<file path="src/rtl/dev_sched_pkg.sv">
// Shared types and constants for the two-device scheduler.
//   NDEV          number of worker devices behind the scheduler
//   slot_state_e  per-device lifecycle state
//   idw()         index width for a population of n items (min 1 bit)
package dev_sched_pkg;

  localparam int unsigned NDEV = 2;

  typedef enum logic {
    IDLE   = 1'b0,
    ACTIVE = 1'b1
  } slot_state_e;

  // $clog2 wrapper that never returns 0, so single-item indices stay legal.
  function automatic int unsigned idw(input int unsigned n);
    return (n > 1) ? $clog2(n) : 1;
  endfunction

endpackage

</file>
<file path="src/rtl/dev_sched_slot.sv">
// One device slot: lifecycle FSM, watchdog counter and owner register.
// Ports:
//   clk, rst_n        clock, async active-low reset
//   dispatch          launch a job on this slot (only honoured while IDLE)
//   dispatch_owner    requester index that owns the launched job
//   done              device done pulse
//   active_c          slot is ACTIVE
//   done_evt_c        job completes on this edge (done while ACTIVE)
//   timeout_evt_c     watchdog expires on this edge (loses to done)
//   spur_c            done seen while IDLE
//   owner             registered owner index, 0 while IDLE
module dev_slot
  import dev_sched_pkg::*;
#(
  parameter int unsigned IDW     = 2,
  parameter int unsigned TIMEOUT = 32
) (
  input  logic           clk,
  input  logic           rst_n,
  input  logic           dispatch,
  input  logic [IDW-1:0] dispatch_owner,
  input  logic           done,
  output logic           active_c,
  output logic           done_evt_c,
  output logic           timeout_evt_c,
  output logic           spur_c,
  output logic [IDW-1:0] owner
);

  localparam int unsigned WDW = $clog2(TIMEOUT + 1);

  slot_state_e    state;
  slot_state_e    state_next;
  logic [WDW-1:0] wd;
  logic [WDW-1:0] wd_next;
  logic [IDW-1:0] owner_next;
  logic           wd_at_limit;

  assign wd_at_limit = (wd == WDW'(TIMEOUT));

  // State, watchdog and owner registers.
  always_ff @(posedge clk or negedge rst_n) begin
    if (!rst_n) begin
      state <= IDLE;
      wd    <= '0;
      owner <= '0;
    end else begin
      state <= state_next;
      wd    <= wd_next;
      owner <= owner_next;
    end
  end

  // Next-state: launch from IDLE; leave ACTIVE on done or watchdog expiry.
  always_comb begin
    state_next = state;
    wd_next    = wd;
    owner_next = owner;
    case (state)
      IDLE: begin
        if (dispatch) begin
          state_next = ACTIVE;
          wd_next    = '0;
          owner_next = dispatch_owner;
        end
      end
      ACTIVE: begin
        if (done || wd_at_limit) begin
          state_next = IDLE;
          wd_next    = '0;
          owner_next = '0;
        end else begin
          // Never exceeds TIMEOUT: reaching it forces the exit above.
          wd_next = wd + WDW'(1);
        end
      end
    endcase
  end

  // Event outputs decoded from the current state and the done input.
  always_comb begin
    active_c      = (state == ACTIVE);
    done_evt_c    = active_c && done;
    timeout_evt_c = active_c && !done && wd_at_limit;
    spur_c        = !active_c && done;
  end

endmodule

</file>
<file path="src/rtl/dev_sched.sv">
// Round-robin scheduler sharing NDEV worker devices among NREQ requesters.
// Ports:
//   clk, rst_n     clock, async active-low reset
//   req_i          level request per requester, held until ack
//   ack_o          pulse: request accepted and dispatched
//   cpl_o          pulse: owner's job completed
//   err_o          pulse: owner's job aborted by the watchdog
//   dev_req_o      launch pulse per device
//   dev_busy_i     device busy level
//   dev_done_i     device done pulse
//   dev_owner_o    packed owner index per device, 0 when idle
//   spur_o         sticky: done seen on an idle device
module dev_sched
  import dev_sched_pkg::*;
#(
  parameter  int unsigned NREQ    = 4,
  parameter  int unsigned TIMEOUT = 32,
  localparam int unsigned IDW     = idw(NREQ)
) (
  input  logic                clk,
  input  logic                rst_n,
  input  logic [NREQ-1:0]     req_i,
  output logic [NREQ-1:0]     ack_o,
  output logic [NREQ-1:0]     cpl_o,
  output logic [NREQ-1:0]     err_o,
  output logic [NDEV-1:0]     dev_req_o,
  input  logic [NDEV-1:0]     dev_busy_i,
  input  logic [NDEV-1:0]     dev_done_i,
  output logic [NDEV*IDW-1:0] dev_owner_o,
  output logic                spur_o
);

  localparam int unsigned DIW = idw(NDEV);

  logic [NDEV-1:0] slot_active;
  logic [NDEV-1:0] slot_done;
  logic [NDEV-1:0] slot_timeout;
  logic [NDEV-1:0] slot_spur;
  logic [IDW-1:0]  slot_owner [NDEV];

  logic [IDW-1:0]  rr;
  logic [IDW-1:0]  rr_next_c;
  logic [NREQ-1:0] owned_c;
  logic [NREQ-1:0] cand_c;
  logic            dev_ok_c;
  logic [DIW-1:0]  dev_idx_c;
  logic            found_c;
  logic            grant_c;
  logic [IDW-1:0]  grant_idx_c;
  logic [NDEV-1:0] dispatch_c;
  logic [NREQ-1:0] ack_next_c;
  logic [NREQ-1:0] cpl_next_c;
  logic [NREQ-1:0] err_next_c;

  for (genvar d = 0; d < NDEV; d++) begin : g_slot
    dev_slot #(
      .IDW     (IDW),
      .TIMEOUT (TIMEOUT)
    ) u_slot (
      .clk            (clk),
      .rst_n          (rst_n),
      .dispatch       (dispatch_c[d]),
      .dispatch_owner (grant_idx_c),
      .done           (dev_done_i[d]),
      .active_c       (slot_active[d]),
      .done_evt_c     (slot_done[d]),
      .timeout_evt_c  (slot_timeout[d]),
      .spur_c         (slot_spur[d]),
      .owner          (slot_owner[d])
    );
    assign dev_owner_o[d*IDW +: IDW] = slot_owner[d];
  end

  // Arbiter: mask requesters that already own a device, pick the lowest
  // eligible device, and grant the first candidate at or after rr.
  always_comb begin
    int pos;
    owned_c     = '0;
    dev_ok_c    = 1'b0;
    dev_idx_c   = '0;
    found_c     = 1'b0;
    grant_idx_c = '0;
    pos         = 0;
    for (int d = 0; d < int'(NDEV); d++) begin
      if (slot_active[d]) owned_c[slot_owner[d]] = 1'b1;
    end
    cand_c = req_i & ~owned_c;
    // Descending scans: the last hit is the lowest index / nearest to rr.
    for (int d = int'(NDEV) - 1; d >= 0; d--) begin
      if (!slot_active[d] && !dev_busy_i[d]) begin
        dev_ok_c  = 1'b1;
        dev_idx_c = DIW'(d);
      end
    end
    for (int i = int'(NREQ) - 1; i >= 0; i--) begin
      pos = (int'(rr) + i) % int'(NREQ);
      if (cand_c[IDW'(pos)]) begin
        found_c     = 1'b1;
        grant_idx_c = IDW'(pos);
      end
    end
    grant_c = found_c && dev_ok_c;
  end

  // Next values for the pulse outputs and the round-robin pointer.
  always_comb begin
    ack_next_c = '0;
    cpl_next_c = '0;
    err_next_c = '0;
    dispatch_c = '0;
    rr_next_c  = rr;
    if (grant_c) begin
      ack_next_c[grant_idx_c] = 1'b1;
      rr_next_c = (grant_idx_c == IDW'(NREQ - 1)) ? '0 : grant_idx_c + IDW'(1);
      for (int d = 0; d < int'(NDEV); d++) begin
        dispatch_c[d] = (dev_idx_c == DIW'(d));
      end
    end
    // Owners of concurrently finishing devices are distinct by masking.
    for (int d = 0; d < int'(NDEV); d++) begin
      if (slot_done[d])    cpl_next_c[slot_owner[d]] = 1'b1;
      if (slot_timeout[d]) err_next_c[slot_owner[d]] = 1'b1;
    end
  end

  // Registered outputs, pointer and sticky spurious-done flag.
  always_ff @(posedge clk or negedge rst_n) begin
    if (!rst_n) begin
      rr        <= '0;
      ack_o     <= '0;
      cpl_o     <= '0;
      err_o     <= '0;
      dev_req_o <= '0;
      spur_o    <= 1'b0;
    end else begin
      rr        <= rr_next_c;
      ack_o     <= ack_next_c;
      cpl_o     <= cpl_next_c;
      err_o     <= err_next_c;
      dev_req_o <= dispatch_c;
      spur_o    <= spur_o | (|slot_spur);
    end
  end

endmodule

</file>
<file path="config.mk">
export PLATFORM = sky130hd
export DESIGN_NAME = dev_sched
export DESIGN_NICKNAME = d
export VERILOG_FILES = /design/src/rtl/dev_sched_pkg.sv /design/src/rtl/dev_sched_slot.sv /design/src/rtl/dev_sched.sv
export SDC_FILE = /design/constraint.sdc
export NUM_CORES = 1
export LEC_CHECK = 0
export BUFFER_PORTS_ARGS = -buffer_cell sky130_fd_sc_hd__buf_2
export CAP_MARGIN = 0
export CORE_ASPECT_RATIO = 0.9
export CORE_MARGIN = 1.5
export CORE_UTILIZATION = 51
export CTS_CLUSTER_SIZE = 20
export DETAILED_ROUTE_END_ITERATION = 10
export PLACE_DENSITY_LB_ADDON = 0.25
export RECOVER_POWER = 25
export SYNTH_ARGS = -nofsm -noshare
export SYNTH_HDL_FRONTEND = slang
export SYNTH_SLANG_ARGS = --single-unit
export TNS_END_PERCENT = 30
</file>
<file path="constraint.sdc">
create_clock -name clk -period 2.13 [get_ports clk]
set_input_delay 0.1065 -clock clk [delete_from_list [all_inputs] [get_ports clk]]
set_output_delay 0.1065 -clock clk [all_outputs]
set_load 0.01 [all_outputs]
</file>
==> metrics.sh <==
DRV_SLEW=0
CLK_ROOT_BUFFER_CELL='clkbuf_8'
ANTENNA_LEFT=0
CLOCK.FMAX_GHz=0.482
TIMING.CLOCK.SKEW_NS=0.00552
TIMING_WORST_SETUP_PATH_TYPE='reg2reg'
H-TREE-DEPTH=2
R2R-START='g_slot[0].u_slot.owner[0]'
DRT_ITER0_MARKERS=131
TIMING.HOLD.WORST.CLASS='in2reg'
INSERTION_DELAY_NS=0.29
CTS_TREE='built'
NUMPLACEDINSTANCES=287
MOSTFREQUENTLAYOUTCELL='dfrtp_1'
ROUTED_VIA_DENSITY=5.64
VIAS=1686
CTS_MAX_PATH_BUFFERS=2
EDFF_COUNT_SYNTH=0
NUMCLOCKSINKS=35
FINAL_CELLS=299
GRT_USE_TOTAL=0.215
OUTCOME='completed'
GLOBALROUTEOVERFLOWTOTAL=0
FP.DIEH_MICRONS=62.7
POST_SYNTH_INST_COUNT=206
CP-STARTPOINT='g_slot[0].u_slot.owner[0]'
NETS=270
DIE_AREA_SQ_UM=4350
CPPEAKSTAGEDELAY_NS=0.46
PERIOD_SHARE=0.974
VDD_IR_DROP_MAX_uV=1170
POST_DP_CELL_AREA_SQ_UM=2290
BOUNDARYPINS=29
YS_SEQ_AREA_FRAC=0.433
CRITICAL_PATH.STARTPOINT_TYPE='flip-flop'
CP-END-KIND='flip-flop'
UNREPAIRED_SETUP_ENDPOINTS_AFTER_GLOBAL_ROUTING='true'
SYNTH_AREA_SQ_UM=2020
GRT_MAX_DEGREE=36
STDCELL_AREA_SQ_UM=2440
SYNTH_WARNINGS=0
WORST-SLEW-PIN-TRANSITION_NS=0.854
HIGHEST_COUNT_CELLS_IN_THE_LAYOUT_IGNORING_FILL_AND_TAPS='dfrtp_1, nand2_1, inv_1, clkbuf_1, buf_4'
TIMING.CRITICAL_PATH.REQUIRED_NS=2.31
SYNTH_TOP_AREA_FRAC=0.433
SYNTH_AREA_LEADERS='dfrtp_1, ha_1, nand2_1'
GRT_PASS1_WL_MICRONS=7450
POWER-PER-CELL-AREA_nW_PER_UM2=1180
DRT-TOTAL-WL_MICRONS=4360
ANTENNA_FOUND_INITIAL=0
SETUP-TNS-FINAL_NS=0
TIMING.HOLD.WORST.START='dev_done_i[0]'
DRC=0
WORSTPATHMAXFANOUT=8
WORST_PATH_CELL_TRACE='or3b_1, and4_4, a211o_1, o2bb2ai_2, inv_2, ha_1, mux2_2'
TIMING.SLEW.HEADROOM=0.430
N_FILL_CELL=320
CLK_PIN_SLEW_WORST_PATHS_NS=0.07
START_UTIL=0.538
POSTSYNTH.TOPFLOPCELL='dfrtp_1'
CORE.ROWCOUNT=21
P_LEAK_nW=1.12
WHS_NS=0.144
DIE_WIDTH_MICRONS=69.4
ROUTED_WIRE_LENGTH_PER_INSTANCE_MICRONS=14.6
SYN_AREA_PER_CELL_SQ_UM=9.82
SYN_NETS=224
SYNTH_AREA_LEADER_CELL='dfrtp_1'
GRT_PASS1_VIAS=1572
SETUP_VIOL=0
IO_BUFFERS=28
ASYNC_RESET_FF_FRAC=1.00
AREA_GROW_SYN2LAYOUT_PCT=20.7
POWER.TOTAL_mW=2.88
YOSYS_REGISTER_BITS=35
CRITICAL_PATH.SLOWEST_CELL='dfrtp_2'
TIMING.MAX_CAP.VIOLATIONS=0
FINALWORSTPATHREQUIREDPERIOD_NS=2.07
DR.PASS1.ITERS=5
CLOCK_BUFFERS_CREATED_BY_TRITONCTS=5
DP_HPWL_MICRONS=3120
REPORT.FINAL.HOLD_VIOL_COUNT=0
ARRIVAL_WORST_ENDPOINT_NS=2.25
SHARE_OF_FINAL_LAYOUT_STANDARD_CELLS_STRONGER_THAN_DRIVE_STRENGTH_1=0.217
NUMBER_OF_DIODES=0
YOSYS.CELL_TYPES.COUNT=52
FP.COREAREA_SQ_UM=3760
GLOBAL_PLACEMENT_ROUTABILITY_CONGESTION=0.841
-- synth_stat cells, drive strengths merged (2+ instances only) --
cell     count
nor3         5
nand3b       2
nand2       23
a31oi        5
o211ai       3
o21ai       13
nand2b       3
mux2         3
mux2i        7
dfrtp       35
o41a         2
ha           8
or2          3
o32ai        3
a221o        2
xor2         2
nor2b        6
inv         18
or3b         2
nor2        12
nand4bb      2
o22ai        9
nand3       10
o31ai        2
buf          7
o22a         2
-- layer usage --
| metal | wire length (microns) | track usage |
|---|---|---|
| met5 | 0 | 0 |
| met4 | 31 | 0.0417 |
| met3 | 188 | 0.0661 |
| met2 | 2010 | 0.332 |
| met1 | 2130 | 0.303 |
-- registers in the layout, indices dropped and copies added, names as in the netlist --
name,count
ack_o,4
cpl_o,4
dev_req_o,2
err_o,4
g_slot.u_slot.active_c,2
g_slot.u_slot.owner,4
g_slot.u_slot.wd,12
rr,2
spur_o,1
-- report_power, final --
| part | internal, mW | leakage [nW] | total (mW) | switching [mW] |
|---|---|---|---|---|
| Combinational | 0.566 | 0.597 | 1.21 | 0.644 |
| Sequential | 0.819 | 0.459 | 0.965 | 0.147 |
| Clock | 0.468 | 0.0654 | 0.706 | 0.238 |
-- final timing paths --
check                                       endpoint  slack [ns]  cells after the start
max reg2reg                                    rr[1]        0.06                      7
min in group asynchronous                   cpl_o[2]        0.46                      2
min                                           spur_o        0.14                      2
max                                            rr[1]        0.06                      7
min reg2reg                                   spur_o        0.50                      1
max in group asynchronous  g_slot[0].u_slot.active_c        1.08                      2
-- layout make-up --
class / instances / area (sq um) / area share
multi-input combinational: 146 / 1040 / 0.425
tap: 46 / 57.6 / 0.0236
timing repair buffer: 46 / 268 / 0.110
inverter: 18 / 67.6 / 0.0277
clock buffer: 6 / 72.6 / 0.0297
clock inverter: 2 / 60.1 / 0.0246
sequential: 35 / 878 / 0.360
-- what timing repair did --
item,CTS,global route
setup buffers,0,3
resized for setup,0,5
endpoints found under the hold margin,35,0
hold buffers,1,0
endpoints found under the setup margin,0,3
-- kinds of logic after synthesis --
logic type               share of synthesized area
multiplexers                                0.0514
XOR/XNOR                                    0.0130
flip-flops                                   0.433
buffers and inverters                       0.0613
adder cells (fa/ha/maj)                     0.0495
AO/OA/AOI/OAI                                0.203
AND/OR/NAND/NOR                              0.189
-- per-stage QoR --
| step | worst slack, ns | utilization |
|---|---|---|
| 2_1_floorplan | -0.0641 | - |
| 3_3_place_gp | 0.101 | 0.609 |
| 5_1_grt | -0.0592 | 0.649 |
| 6_report | 0.0552 | 0.649 |
| 4_1_cts | 0.0460 | 0.647 |
| 3_5_place_dp | 0.0625 | 0.609 |
-- critical path, delay by kind of cell (launching register included) --
| family | cells | cell delay [ns] |
|---|---|---|
| DFF | 1 | 0.46 |
| adders and majority gates | 1 | 0.21 |
| and+or+nand+nor | 2 | 0.59 |
| AOI/OAI and AO/OA | 2 | 0.39 |
| buffers and inverters | 1 | 0.06 |
| muxes | 1 | 0.25 |
(Power assumes the default switching activity.)
